File: src/rtl/ser_pkg.sv
// Shared types and helpers for the bit-stream serializer.
// Compile-time option: SER_PARITY_EN appends an even-parity bit to every frame.
// Holds the FSM state type, frame-length helper and parity helper.
package ser_pkg;

  typedef enum logic {
    IDLE  = 1'b0,
    SHIFT = 1'b1
  } state_t;

  // Widest word the block is built for; helper inputs are sized to this.
  localparam int MAX_WIDTH = 32;

`ifdef SER_PARITY_EN
  localparam bit PARITY_EN = 1'b1;
`else
  localparam bit PARITY_EN = 1'b0;
`endif

  // Serial frame length for a given word width (data bits plus optional parity).
  function automatic int frame_len(input int width);
    return width + (PARITY_EN ? 1 : 0);
  endfunction

  // Even parity over a zero-extended data word.
  function automatic logic even_parity(input logic [MAX_WIDTH-1:0] d);
    return ^d;
  endfunction

endpackage

File: src/rtl/ser_hold_buf.sv
// One-entry holding register with full flag.
// Latency: written word visible on rd_data the cycle after wr_en.
// Backpressure: owner must not write while full; pop empties it.
module ser_hold_buf
  import ser_pkg::*;
#(
  parameter int WIDTH = 8
) (
  input  logic             clk,
  input  logic             reset,
  input  logic             wr_en,
  input  logic [WIDTH-1:0] wr_data,
  input  logic             pop,
  output logic             full,
  output logic [WIDTH-1:0] rd_data
);

  logic             full_q, full_d;
  logic [WIDTH-1:0] data_q, data_d;

  // Next-state: a write fills the entry, a pop empties it.
  always_comb begin
    full_d = full_q;
    data_d = data_q;
    if (wr_en) begin
      full_d = 1'b1;
      data_d = wr_data;
    end else if (pop) begin
      full_d = 1'b0;
    end
  end

  // Entry register; reset drops any held word.
  always_ff @(posedge clk or posedge reset) begin
    if (reset) begin
      full_q <= 1'b0;
      data_q <= '0;
    end else begin
      full_q <= full_d;
      data_q <= data_d;
    end
  end

  assign full    = full_q;
  assign rd_data = data_q;

endmodule

File: src/rtl/bit_stream_serializer.sv
// Parallel-to-serial converter, one bit per clock, with a one-word holding buffer.
// Latency: word accepted at edge N drives its first bit in cycle N+1; frames run back-to-back.
// Backpressure: s_ready = holding buffer empty (registered); SER_PARITY_EN adds a parity bit.
module bit_stream_serializer
  import ser_pkg::*;
#(
  parameter int WIDTH      = 8,
  parameter bit MSB_FIRST  = 1'b1,
  parameter bit IDLE_LEVEL = 1'b0
) (
  input  logic             clk,
  input  logic             reset,
  input  logic [WIDTH-1:0] s_data,
  input  logic             s_valid,
  output logic             s_ready,
  output logic             ser_dout,
  output logic             ser_valid,
  output logic             busy,
  output logic             word_done
);

  localparam int FRAME_LEN = frame_len(WIDTH);
  localparam int CNT_W     = $clog2(FRAME_LEN);

  state_t                 state_q, state_d;
  logic [CNT_W-1:0]       bit_cnt_q, bit_cnt_d;
  logic [FRAME_LEN-1:0]   shift_q, shift_d;
  logic                   ser_dout_q, ser_dout_d;
  logic                   ser_valid_q, ser_valid_d;

  logic                   xfer;
  logic                   hold_full;
  logic [WIDTH-1:0]       hold_data;
  logic                   hold_wr;
  logic                   hold_pop;
  logic                   load_en;
  logic [WIDTH-1:0]       load_word;
  logic [FRAME_LEN-1:0]   frame;

  // Lay a word out in transmit order: frame[FRAME_LEN-1] goes on the line first.
  function automatic logic [FRAME_LEN-1:0] build_frame(input logic [WIDTH-1:0] w);
    logic [FRAME_LEN-1:0] f;
    f = '0;
    for (int i = 0; i < WIDTH; i++) begin
      f[FRAME_LEN-1-i] = MSB_FIRST ? w[WIDTH-1-i] : w[i];
    end
`ifdef SER_PARITY_EN
    f[0] = even_parity(MAX_WIDTH'(w));
`endif
    return f;
  endfunction

  ser_hold_buf #(
    .WIDTH (WIDTH)
  ) u_hold (
    .clk     (clk),
    .reset   (reset),
    .wr_en   (hold_wr),
    .wr_data (s_data),
    .pop     (hold_pop),
    .full    (hold_full),
    .rd_data (hold_data)
  );

  // Ready depends only on registered state; held low while reset is asserted.
  assign s_ready = !hold_full && !reset;
  assign xfer    = s_valid && s_ready;

  // Next-state: shift out the current frame, chain the next word in on the last bit.
  always_comb begin
    state_d     = state_q;
    bit_cnt_d   = bit_cnt_q;
    shift_d     = shift_q;
    ser_dout_d  = ser_dout_q;
    hold_wr     = 1'b0;
    hold_pop    = 1'b0;
    load_en     = 1'b0;
    load_word   = s_data;

    case (state_q)
      IDLE: begin
        if (xfer) begin
          load_en = 1'b1;
        end
      end
      SHIFT: begin
        if (bit_cnt_q != '0) begin
          ser_dout_d = shift_q[FRAME_LEN-1];
          shift_d    = shift_q << 1;
          bit_cnt_d  = bit_cnt_q - CNT_W'(1);
          hold_wr    = xfer;
        end else if (hold_full) begin
          // Held word takes priority; s_ready is low this cycle so no new transfer.
          load_en   = 1'b1;
          load_word = hold_data;
          hold_pop  = 1'b1;
        end else if (xfer) begin
          load_en = 1'b1;
        end else begin
          state_d    = IDLE;
          ser_dout_d = IDLE_LEVEL;
        end
      end
      default: begin
        state_d    = IDLE;
        ser_dout_d = IDLE_LEVEL;
      end
    endcase

    frame = build_frame(load_word);
    if (load_en) begin
      state_d    = SHIFT;
      ser_dout_d = frame[FRAME_LEN-1];
      shift_d    = frame << 1;
      bit_cnt_d  = CNT_W'(FRAME_LEN - 1);
    end

    ser_valid_d = (state_d == SHIFT);
  end

  // State and output registers; reset aborts any frame in flight.
  always_ff @(posedge clk or posedge reset) begin
    if (reset) begin
      state_q     <= IDLE;
      bit_cnt_q   <= '0;
      shift_q     <= '0;
      ser_dout_q  <= IDLE_LEVEL;
      ser_valid_q <= 1'b0;
    end else begin
      state_q     <= state_d;
      bit_cnt_q   <= bit_cnt_d;
      shift_q     <= shift_d;
      ser_dout_q  <= ser_dout_d;
      ser_valid_q <= ser_valid_d;
    end
  end

  assign ser_dout  = ser_dout_q;
  assign ser_valid = ser_valid_q;
  assign busy      = (state_q == SHIFT) || hold_full;
  assign word_done = (state_q == SHIFT) && (bit_cnt_q == '0);

endmodule
File: config.mk
export PLATFORM = sky130hd
export DESIGN_NAME = bit_stream_serializer
export DESIGN_NICKNAME = d
export VERILOG_FILES = /design/src/rtl/ser_pkg.sv /design/src/rtl/ser_hold_buf.sv /design/src/rtl/bit_stream_serializer.sv
export SDC_FILE = /design/constraint.sdc
export NUM_CORES = 1
export LEC_CHECK = 0
export ABC_AREA = 1
export BUFFER_PORTS_ARGS = -buffer_cell sky130_fd_sc_hd__buf_2
export CORE_ASPECT_RATIO = 1.4
export CORE_MARGIN = 1
export CORE_UTILIZATION = 54
export CTS_CLUSTER_DIAMETER = 100
export DETAILED_ROUTE_END_ITERATION = 10
export GPL_TIMING_DRIVEN = 0
export HOLD_SLACK_MARGIN = 0.03
export PLACE_DENSITY = 0.87
export SETUP_SLACK_MARGIN = 0.3
export SYNTH_ARGS = -nofsm -noshare
export SYNTH_HDL_FRONTEND = slang
export SYNTH_SLANG_ARGS = --single-unit
File: constraint.sdc
create_clock -name clk -period 2.2 [get_ports clk]
set_clock_uncertainty 0.2 [all_clocks]
set_input_delay 0.44 -clock clk [delete_from_list [all_inputs] [get_ports clk]]
set_output_delay 0.44 -clock clk [all_outputs]
set_load 0.005 [all_outputs]
# ---- After elaboration in Yosys (flattened, before gate mapping)
# Index checks and enable logic that the tools add are counted.
dict set report totals {
  register_bits 22
  in_bits 11
  out_inout_bits 5
  word_cells 51
}
dict set report classes {
  addsub 1
  eq_ne 2
  muxes 28
  bitwise 1
  reduce_logical 13
}
# op count
set op_table {}
lappend op_table {{$mux W8} 6}
lappend op_table {{$mux W1} 18}
lappend op_table {{$mux W3} 3}
lappend op_table {{$reduce_bool A2 Y1} 3}
lappend op_table {{$logic_and A1 B1 Y1} 3}
lappend op_table {{$logic_not A3 Y1} 1}
lappend op_table {{$ne A3 B1 Y1 const B} 1}
lappend op_table {{$ne A3 B3 Y1 const B} 1}
lappend op_table {{$reduce_and A3 Y1} 1}
lappend op_table {{$reduce_bool A3 Y1} 1}
lappend op_table {{$sub A3 B1 Y3 const B} 1}
lappend op_table {{$logic_not A1 Y1} 2}
lappend op_table {{$pmux W1 S2} 1}
lappend op_table {{$reduce_and A2 Y1} 1}
lappend op_table {{$logic_or A1 B1 Y1} 1}
lappend op_table {{$not A1 Y1} 1}

# ---- Logic depth before layout (Yosys ltp)
# Gate-level depths: netlist (run 1).
dict set report logic_depth {
  word_depth 9
  mapped_depth 11
}

# ---- Hierarchy
# A second synthesis (run 1) with hierarchy kept.
dict set report unflattened {
  cells_unflattened 147
  area_unflattened_um2 1092.3
}
# mod instances cells_each area_each_um2 seq_area_each_um2
set by_module_without_submodules {}
lappend by_module_without_submodules {bit_stream_serializer 1 108 747.0 300.3}
lappend by_module_without_submodules {ser_hold_buf 1 39 345.3 225.2}

# ---- Worst setup path before layout (run 1)
# No wires, ideal clock.
dict set report synth_timing {
  kind {register to register}
  startpoint {register bit_cnt_q[0]}
  endpoint {register shift_q[4]}
  setup_time_ns 0.118
  t_arrival_ns 1.261
  path_slack_ns 0.620
  stages_incl_launch_ff 11
  path_buffers 1
  period_less_slack_ns 1.580
  cell_sequence {dfrtp_1 -> inv_1 -> ha_1 -> inv_1 -> nor2_1 -> nand2_2 -> buf_6 -> o21ai_1 -> nand2_1 -> nand2_1 -> nor2_1}
}
dict set report synth_between {
  elab_chain_cells 5
}
# element line
set synth_rtl {}
lappend synth_rtl {{start, declared} bit_stream_serializer.sv:26} ;# logic [CNT_W-1:0] bit_cnt_q, bit_cnt_d;
lappend synth_rtl {{start signal, assigned} bit_stream_serializer.sv:131} ;# bit_cnt_q <= bit_cnt_d;
lappend synth_rtl {{$reduce_bool A3 Y1 *} bit_stream_serializer.sv:87} ;# if (bit_cnt_q != '0) begin
lappend synth_rtl {{$mux W1} bit_stream_serializer.sv:87}
lappend synth_rtl {{$pmux W1 S2} bit_stream_serializer.sv:80} ;# case (state_q)
lappend synth_rtl {{$reduce_bool A2 Y1 (no line)} -}
lappend synth_rtl {{$reduce_and A2 Y1 (no line)} -}
lappend synth_rtl {{end signal, assigned} bit_stream_serializer.sv:132} ;# shift_q <= shift_d;
lappend synth_rtl {{end, declared} bit_stream_serializer.sv:27} ;# logic [FRAME_LEN-1:0] shift_q, shift_d;
# Every way passes the cells marked *; elsewhere a longest branch is shown, timed or not.
# A chain may end at the register's enable or synchronous reset.

# ---- Worst setup path in the final report (run 1)
dict set report layout_timing {
  startpoint {register bit_cnt_q[0]}
  endpoint {output port word_done}
}
dict set report layout_between {
  elab_chain_cells 2
}
# element line
set layout_rtl {}
lappend layout_rtl {{$logic_not A3 Y1} bit_stream_serializer.sv:141} ;# assign word_done = (state_q == SHIFT) && (bit_cnt_q == '0);
lappend layout_rtl {{$logic_and A1 B1 Y1} bit_stream_serializer.sv:141}
lappend layout_rtl {{end, declared} bit_stream_serializer.sv:19} ;# output logic word_done
# Every way passes these cells.

==> results of run 1 <==
==> layout by cell type, fill, tap and decap left out, drive strengths merged <==
master / instances
nand2: 37
dfrtp: 21
inv: 21
nor2: 19
buf: 19
o21ai: 11
nand3: 8
a21oi: 5
clkbuf: 4
o22ai: 3
nand4: 3
ha: 2
or2: 1
o211ai: 1
==> state kept, by name (all words and copies together), names as in the netlist <==
signal,flops
u_hold.rd_data,8
ser_valid,1
u_hold.full,1
ser_dout,1
bit_cnt_q,3
shift_q,7
==> final cells by class <==
cell class                      count  area share, %
Multi-Input combinational cell     90          37.32
Clock buffer                        4          2.130
Sequential cell                    21          42.60
Timing Repair Buffer               17          7.302
Tap cell                           20          2.028
Inverter                           21          6.795
Buffer                              2          1.826
==> logic make-up after synthesis <==
family	count (synthesis)	synth area share (%)
flip-flops	21	49.24
AND/OR/NAND/NOR	68	28.14
AO/OA/AOI/OAI	20	10.32
buffers and inverters	23	9.965
adder cells (fa/ha/maj)	2	2.344
==> how the worst min path moves through the flow <==
stage	from	end	slack [ps]	depth (start not counted)
CTS	reset	ser_valid	110	2
detailed placement	u_hold.rd_data[0]	u_hold.rd_data[0]	270	2
global placement	u_hold.rd_data[0]	u_hold.rd_data[0]	260	2
finish	reset	ser_dout	90	2
floorplan	reset	bit_cnt_q[0]	220	1
global route	reset	bit_cnt_q[0]	170	2
==> worst reg2reg max path, delay by kind of cell, from the launching register on <==
kind | cells | cell delay, ps
AOI/OAI and AO/OA | 1 | 110
adders and majority gates | 1 | 150
buffers and inverters | 3 | 300
DFF | 1 | 400
and+or+nand+nor | 5 | 540
==> what timing repair did <==
action,in CTS,in global routing
hold buffers,0,0
pin swaps,0,3
setup buffers,0,2
endpoints found under the setup margin,1,5
resized for setup,2,5
==> layer usage <==
metal / up-vias / routed length, microns
met5: - / 0
met4: 0 / 27
met3: 2 / 103
met2: 32 / 1053
met1: 411 / 833
li1: 466 / -
==> stage by stage <==
| stage | instances | total power [uW] |
|---|---|---|
| after CTS | 173 | 1609 |
| after floorplan | 134 | 1237 |
| final | 175 | 1667 |
| after detailed placement | 169 | 1420 |
| after global placement | 169 | 1375 |
| after global routing | 175 | 1831 |
==> report_power, final <==
group	internal, uW	total, uW	switching (uW)
logic	320	818	498
registers	569	668	98.9
clock network	70.6	182	111
==> flow_summary.toml, run 1 <==
[timing]
fin_worst_hold_slack_ps = 85.71
finalWorstSetupSlack_ps = 347.6
rsz0062_at_grt = "yes"
max_clock_freq_ghz = 0.5398
worst_slew_pin_slew_ps = 784.2
layout_worst_path_cycle_share_pct = 84.20
timing.slew.headroom_pct = 47.66
final_max_slew_viol_count = 0
fin_setup_tns_ps = 0
post_layout_minimum_cycle_time_ps = 1852
finalSetupViolCount = 0
hold_viol = 0

[logic_synthesis]
synth_nets = 147
synth_top_flop_cell = "dfrtp_1"
fraction_of_registers_with_async_set_reset_pct = 100.0
yosysUniqueCellTypes = 20
synth.ff_latch_count = 21
post_synth_most_frequent_cells = "nand2_1 (30), dfrtp_1 (21), nor2_1 (18), inv_1 (17)"
post-synth-top-count-cell = "nand2_1"
synth.top_cell.area_share_pct = 49.24
syn_area_sq_um = 1067
synth.yosys.seq_area_share_pct = 49.24
synth-warning-count = 0
syn_avg_cell_area_sq_um = 7.965
cell_type_contributing_the_most_total_cell_area_after_synthesis = "dfrtp_1"
post_synth_inst_count = 134
synth_edf_count = 0
synth.area.top_cells = "dfrtp_1 (49%), nand2_1 (11%), nor2_1 (6.3%)"

[global_routing]
grt_pass1_vias = 875
gr-usage-met2_pct = 43.17
track_usage_pct = 23.65
antenna_found_initial = 0
grt_use_met3_pct = 3.659
grt_start_max_net_pins = 22
grt_most_used_layer = "met2"
global_route_wire_length_before_repair_mm = 3.408
grt_use_met1_pct = 25.95
grt_overflow_total = 0

[route]
num_vias = 911
drt_iter0_drcs = 23
totalWireLength_mm = 2.017
drc = 0
post_drt_via_cell_ratio = 5.206
first_pass_iters = 4
antenna_violating_nets_post_route = 0
wire_per_inst_microns = 11.53

[setup_path]
timing.critical_path.max_delay_family = "flip-flops"
cp-end-kind = "output port"
worst_ep_required_time_ps = 1560
crit-reg2reg-capture = "shift_q[4]"
critical_path_depth = 5
worstReg2RegStart = "bit_cnt_q[0]"
path_max_fanout = 4
timing.critical_path.from_type = "register"
crit_arrival_ps = 1210
cp_cell_sequence = "inv_2 -> ha_4 -> nand2_4 -> nor2_4 -> buf_2"
critPathKind = "reg2out"
worst_setup_path_startpoint = "bit_cnt_q[0]"
max_stage_delay_ps = 400
r2r_slack_ps = 400
worst_r2r_path_depth = 10
crit_path_end = "word_done"
worst-path-buf-inv = 2
critPathSlowestCell = "dfrtp_1"

[floorplan]
core_sq_um = 1802
design.die.area_sq_um = 2161
placement_rows = 18
initial_core_utilization_pct = 59.24
io-pin-count = 16
die_width_microns = 39.58
die_h_microns = 54.60

[layout]
seqCellArea_sq_um = 525.5
drive_above_1_share_pct = 25.81
final_core_area_utilization_pct = 68.47
final_net_count = 169
syn2layout_area_growth_pct = 15.59
multi_input_area_sq_um = 460.4
layout.cell_area.non_filler_sq_um = 1234
insertedDiodeCount = 0
n_fill_cell = 164

[clock_network]
insertion_delay_ps = 300
cts_tree = "built"
cts.root.buffer_cell = "clkbuf_4"
htree_num_levels = 1
clock_path_buffers = 2
numCtsBuffers = 3
cts.sink_count = 21
cts.reportedPaths.clkPinSlew_ps = 110

[power_and_ir_drop]
power.leakage_uw = 0.0006813
irDropWorstVdd_mv = 0.7792
powerDensity_nw_per_um2 = 1352

[placed_design]
finalWeightedCongestion = 0.7551
io_buffer_count = 15
post-dp-hpwl_mm = 1.485
postPlaceCellArea_sq_um = 1167
place_worst_setup_slack_ps = 410.7

[job]
drv.max_cap_violation_count = 0

[run_status]
status = "complete, no violations"

[hold_path]
hp-class = "in2async"
No activity file was read; power rests on OpenSTA's default activity.
==> inputs of run 2 (changes only) <==
ABC_AREA = 0   (was 1)
clock period = 1.8 ns   (was 2.2 ns; I/O delays follow)
==> run 2 against run 1 <==
Effect of this change:
- power increased by 63%
- largest cell class is now multi-input gates
- critical endpoint unchanged
- critical path depth stayed put
- global-route usage up 1.6 points
- area after synthesis decreased by 1.1%
- non-clock buffer count grew 20
- critical path type unchanged
- via count is 0.33% lower
- cell area up 26%
- the flow now finishes with violations (setup timing)
- routed wire length increased by 43%
- clock power increased by 24%
- sequential share of layout area shrank 8.8 points
==> flow_summary.toml, run 2 <==
[route]
first_pass_iters = 4
num_vias = 908
drt_iter0_drcs = 19
antenna_violating_nets_post_route = 0
post_drt_via_cell_ratio = 6.135
wire_per_inst_microns = 19.43
totalWireLength_mm = 2.875
drc = 0

[placed_design]
finalWeightedCongestion = 0.7612
io_buffer_count = 15
post-dp-hpwl_mm = 1.401

[clock_network]
cts_tree = "built"
clock_path_buffers = 2
cts.reportedPaths.clkPinSlew_ps = 120
numCtsBuffers = 3
cts.sink_count = 21
insertion_delay_ps = 300
cts.root.buffer_cell = "clkbuf_4"
htree_num_levels = 1

[hold_path]
hp-class = "in2reg"
timing.hold.worst_path_depth = 2

[logic_synthesis]
post_synth_inst_count = 89
synth.ff_latch_count = 21
synth_top_flop_cell = "dfrtp_1"
syn_area_sq_um = 1056
syn_avg_cell_area_sq_um = 11.87
synth.top_cell.area_share_pct = 49.76
synth-warning-count = 0
synth.yosys.seq_area_share_pct = 49.76
synth_edf_count = 0
cell_type_contributing_the_most_total_cell_area_after_synthesis = "dfrtp_1"
yosysUniqueCellTypes = 31
fraction_of_registers_with_async_set_reset_pct = 100.0
synth_nets = 102
synth.area.top_cells = "dfrtp_1 (50%), mux2_2 (8.5%), mux2i_1 (7.6%)"
post_synth_most_frequent_cells = "dfrtp_1 (21), a21oi_1 (8), mux2_2 (8), mux2i_1 (8), o32ai_1 (5)"
post-synth-top-count-cell = "dfrtp_1"

[global_routing]
global_route_wire_length_before_repair_mm = 3.581
antenna_found_initial = 0
grt_overflow_total = 0
grt_pass1_vias = 855
grt_start_max_net_pins = 23
track_usage_pct = 25.30

[power_and_ir_drop]
irDropWorstVdd_mv = 1.103
powerDensity_nw_per_um2 = 1748
power.leakage_uw = 0.0007483
report.power.total_uw = 2721

[floorplan]
core_sq_um = 1802
placement_rows = 18
die_width_microns = 39.38
design.die.area_sq_um = 2139
io-pin-count = 16
die_h_microns = 54.33
initial_core_utilization_pct = 58.61

[layout]
final_net_count = 142
leading_cell_type_in_the_layout_fill_and_taps_excluded = "dfrtp_1"
drive_above_1_share_pct = 55.47
n_fill_cell = 84
multi_input_area_sq_um = 608.1
max_ffs_per_register = 8
mostFrequentLayoutCells = "dfrtp_1 (21), buf_2 (13), buf_4 (12)"
syn2layout_area_growth_pct = 47.39
seqCellArea_sq_um = 525.5
insertedDiodeCount = 0

[setup_path]
crit_arrival_ps = 1350
cp-end-kind = "output port"
timing.critical_path.from_type = "register"
worst_r2r_path_depth = 9
critPathKind = "reg2out"
path_max_fanout = 2
worst_ep_required_time_ps = 1240

[run_status]
status = "finished, violations left"
violations = "setup timing"

[timing]
finalWorstSetupSlack_ps = -110.4
final_max_slew_viol_count = 0
finalSetupViolCount = 7
hold_viol = 0
worst_slew_pin_slew_ps = 544.6
timing.slew.headroom_pct = 63.49
post_layout_minimum_cycle_time_ps = 1910
rsz0062_at_grt = "yes"
layout_worst_path_cycle_share_pct = 106.1
fin_worst_hold_slack_ps = 98.74
max_clock_freq_ghz = 0.5235

[job]
drv.max_cap_violation_count = 0
-- run 2: cell types whose count changed in the layout (fill, tap and decap cells not counted), moves of 7 or more --
cell,change
nand3_1,-7
buf_4,+10
inv_1,-15
nand2_1,-28
nor2_1,-16
mux2_4,+8
-- run 2: cells by family (layout without fill, tap and decap cells) --
| logic type | count (synthesis) | count (layout) | share of synthesized area [%] |
|---|---|---|---|
| flip-flops | 21 | 21 | 49.76 |
| multiplexers | 16 | 16 | 16.11 |
| adder cells (fa/ha/maj) | 2 | 2 | 2.369 |
| AND/OR/NAND/NOR | 18 | 18 | 12.44 |
| buffers and inverters | 8 | 47 | 4.265 |
| AO/OA/AOI/OAI | 24 | 24 | 15.05 |
-- run 2: final timing paths --
check / from / endpoint / slack, ps
worst max-delay path: bit_cnt_q[0] / word_done / -110
worst min-delay path: s_data[0] / u_hold.rd_data[0] / 100
worst max register to register: bit_cnt_q[0] / shift_q[1] / -60
worst min register to register: shift_q[5] / shift_q[6] / 320
max in group asynchronous: reset / shift_q[7] / 580
min in group asynchronous: reset / u_hold.rd_data[5] / 480
-- run 2: metrics by stage --
step / setup TNS (ps) / util (%) / instances / instance area [sq um] / setup WS (ps)
after detailed placement: -1108 / 65.49 / 124 / 1180 / -149.5
after floorplan: 0 / - / 89 / 1080 / 98.87
after global placement: -619.0 / 65.49 / 124 / 1180 / -100.1
final: -292.0 / 86.39 / 148 / 1556 / -110.4
after CTS: -70.22 / 79.65 / 139 / 1435 / -62.06
after global routing: -630.8 / 86.39 / 148 / 1556 / -152.2
-- run 2: report_power, final --
| group | switching [uW] | total, uW | internal [uW] |
|---|---|---|---|
| clock | 140 | 226 | 86.5 |
| combinational | 738 | 1630 | 896 |
| sequential | 148 | 860 | 712 |
-- run 2: repair_timing --
| item | in CTS | in global routing |
|---|---|---|
| gates cloned | 0 | 1 |
| setup endpoints to repair | 23 | 22 |
| endpoints found under the hold margin | 21 | 21 |
| setup buffers | 11 | 6 |
| gates resized for setup | 26 | 12 |
| pin swaps | 14 | 8 |
-- run 2: cell type report --
class / instances / area share (%)
well taps: 20 / 1.608
repair buffers: 34 / 18.57
multi-input cells: 60 / 39.07
repair inverters: 1 / 0.3215
flip-flops and latches: 21 / 33.76
inverters: 3 / 0.9646
plain buffers: 5 / 4.019
clock buffers: 4 / 1.688
-- run 2: worst max-delay path, stage by stage (launching register included) --
cell and delay (ps):
dfrtp_1 400, inv_2 70, ha_4 160, and3b_1 170
clkbuf_8 140, buf_6 110
-- run 2: routing by layer --
| metal | up-vias | global-route usage (%) | part of all wire, % |
|---|---|---|---|
| met1 | 461 | 25.95 | 37 |
| met4 | 0 | 20.11 | 3.8 |
| met3 | 11 | 2.439 | 2.9 |
| met5 | - | 0 | 0 |
| li1 | 407 | - | - |
| met2 | 29 | 45.00 | 56 |
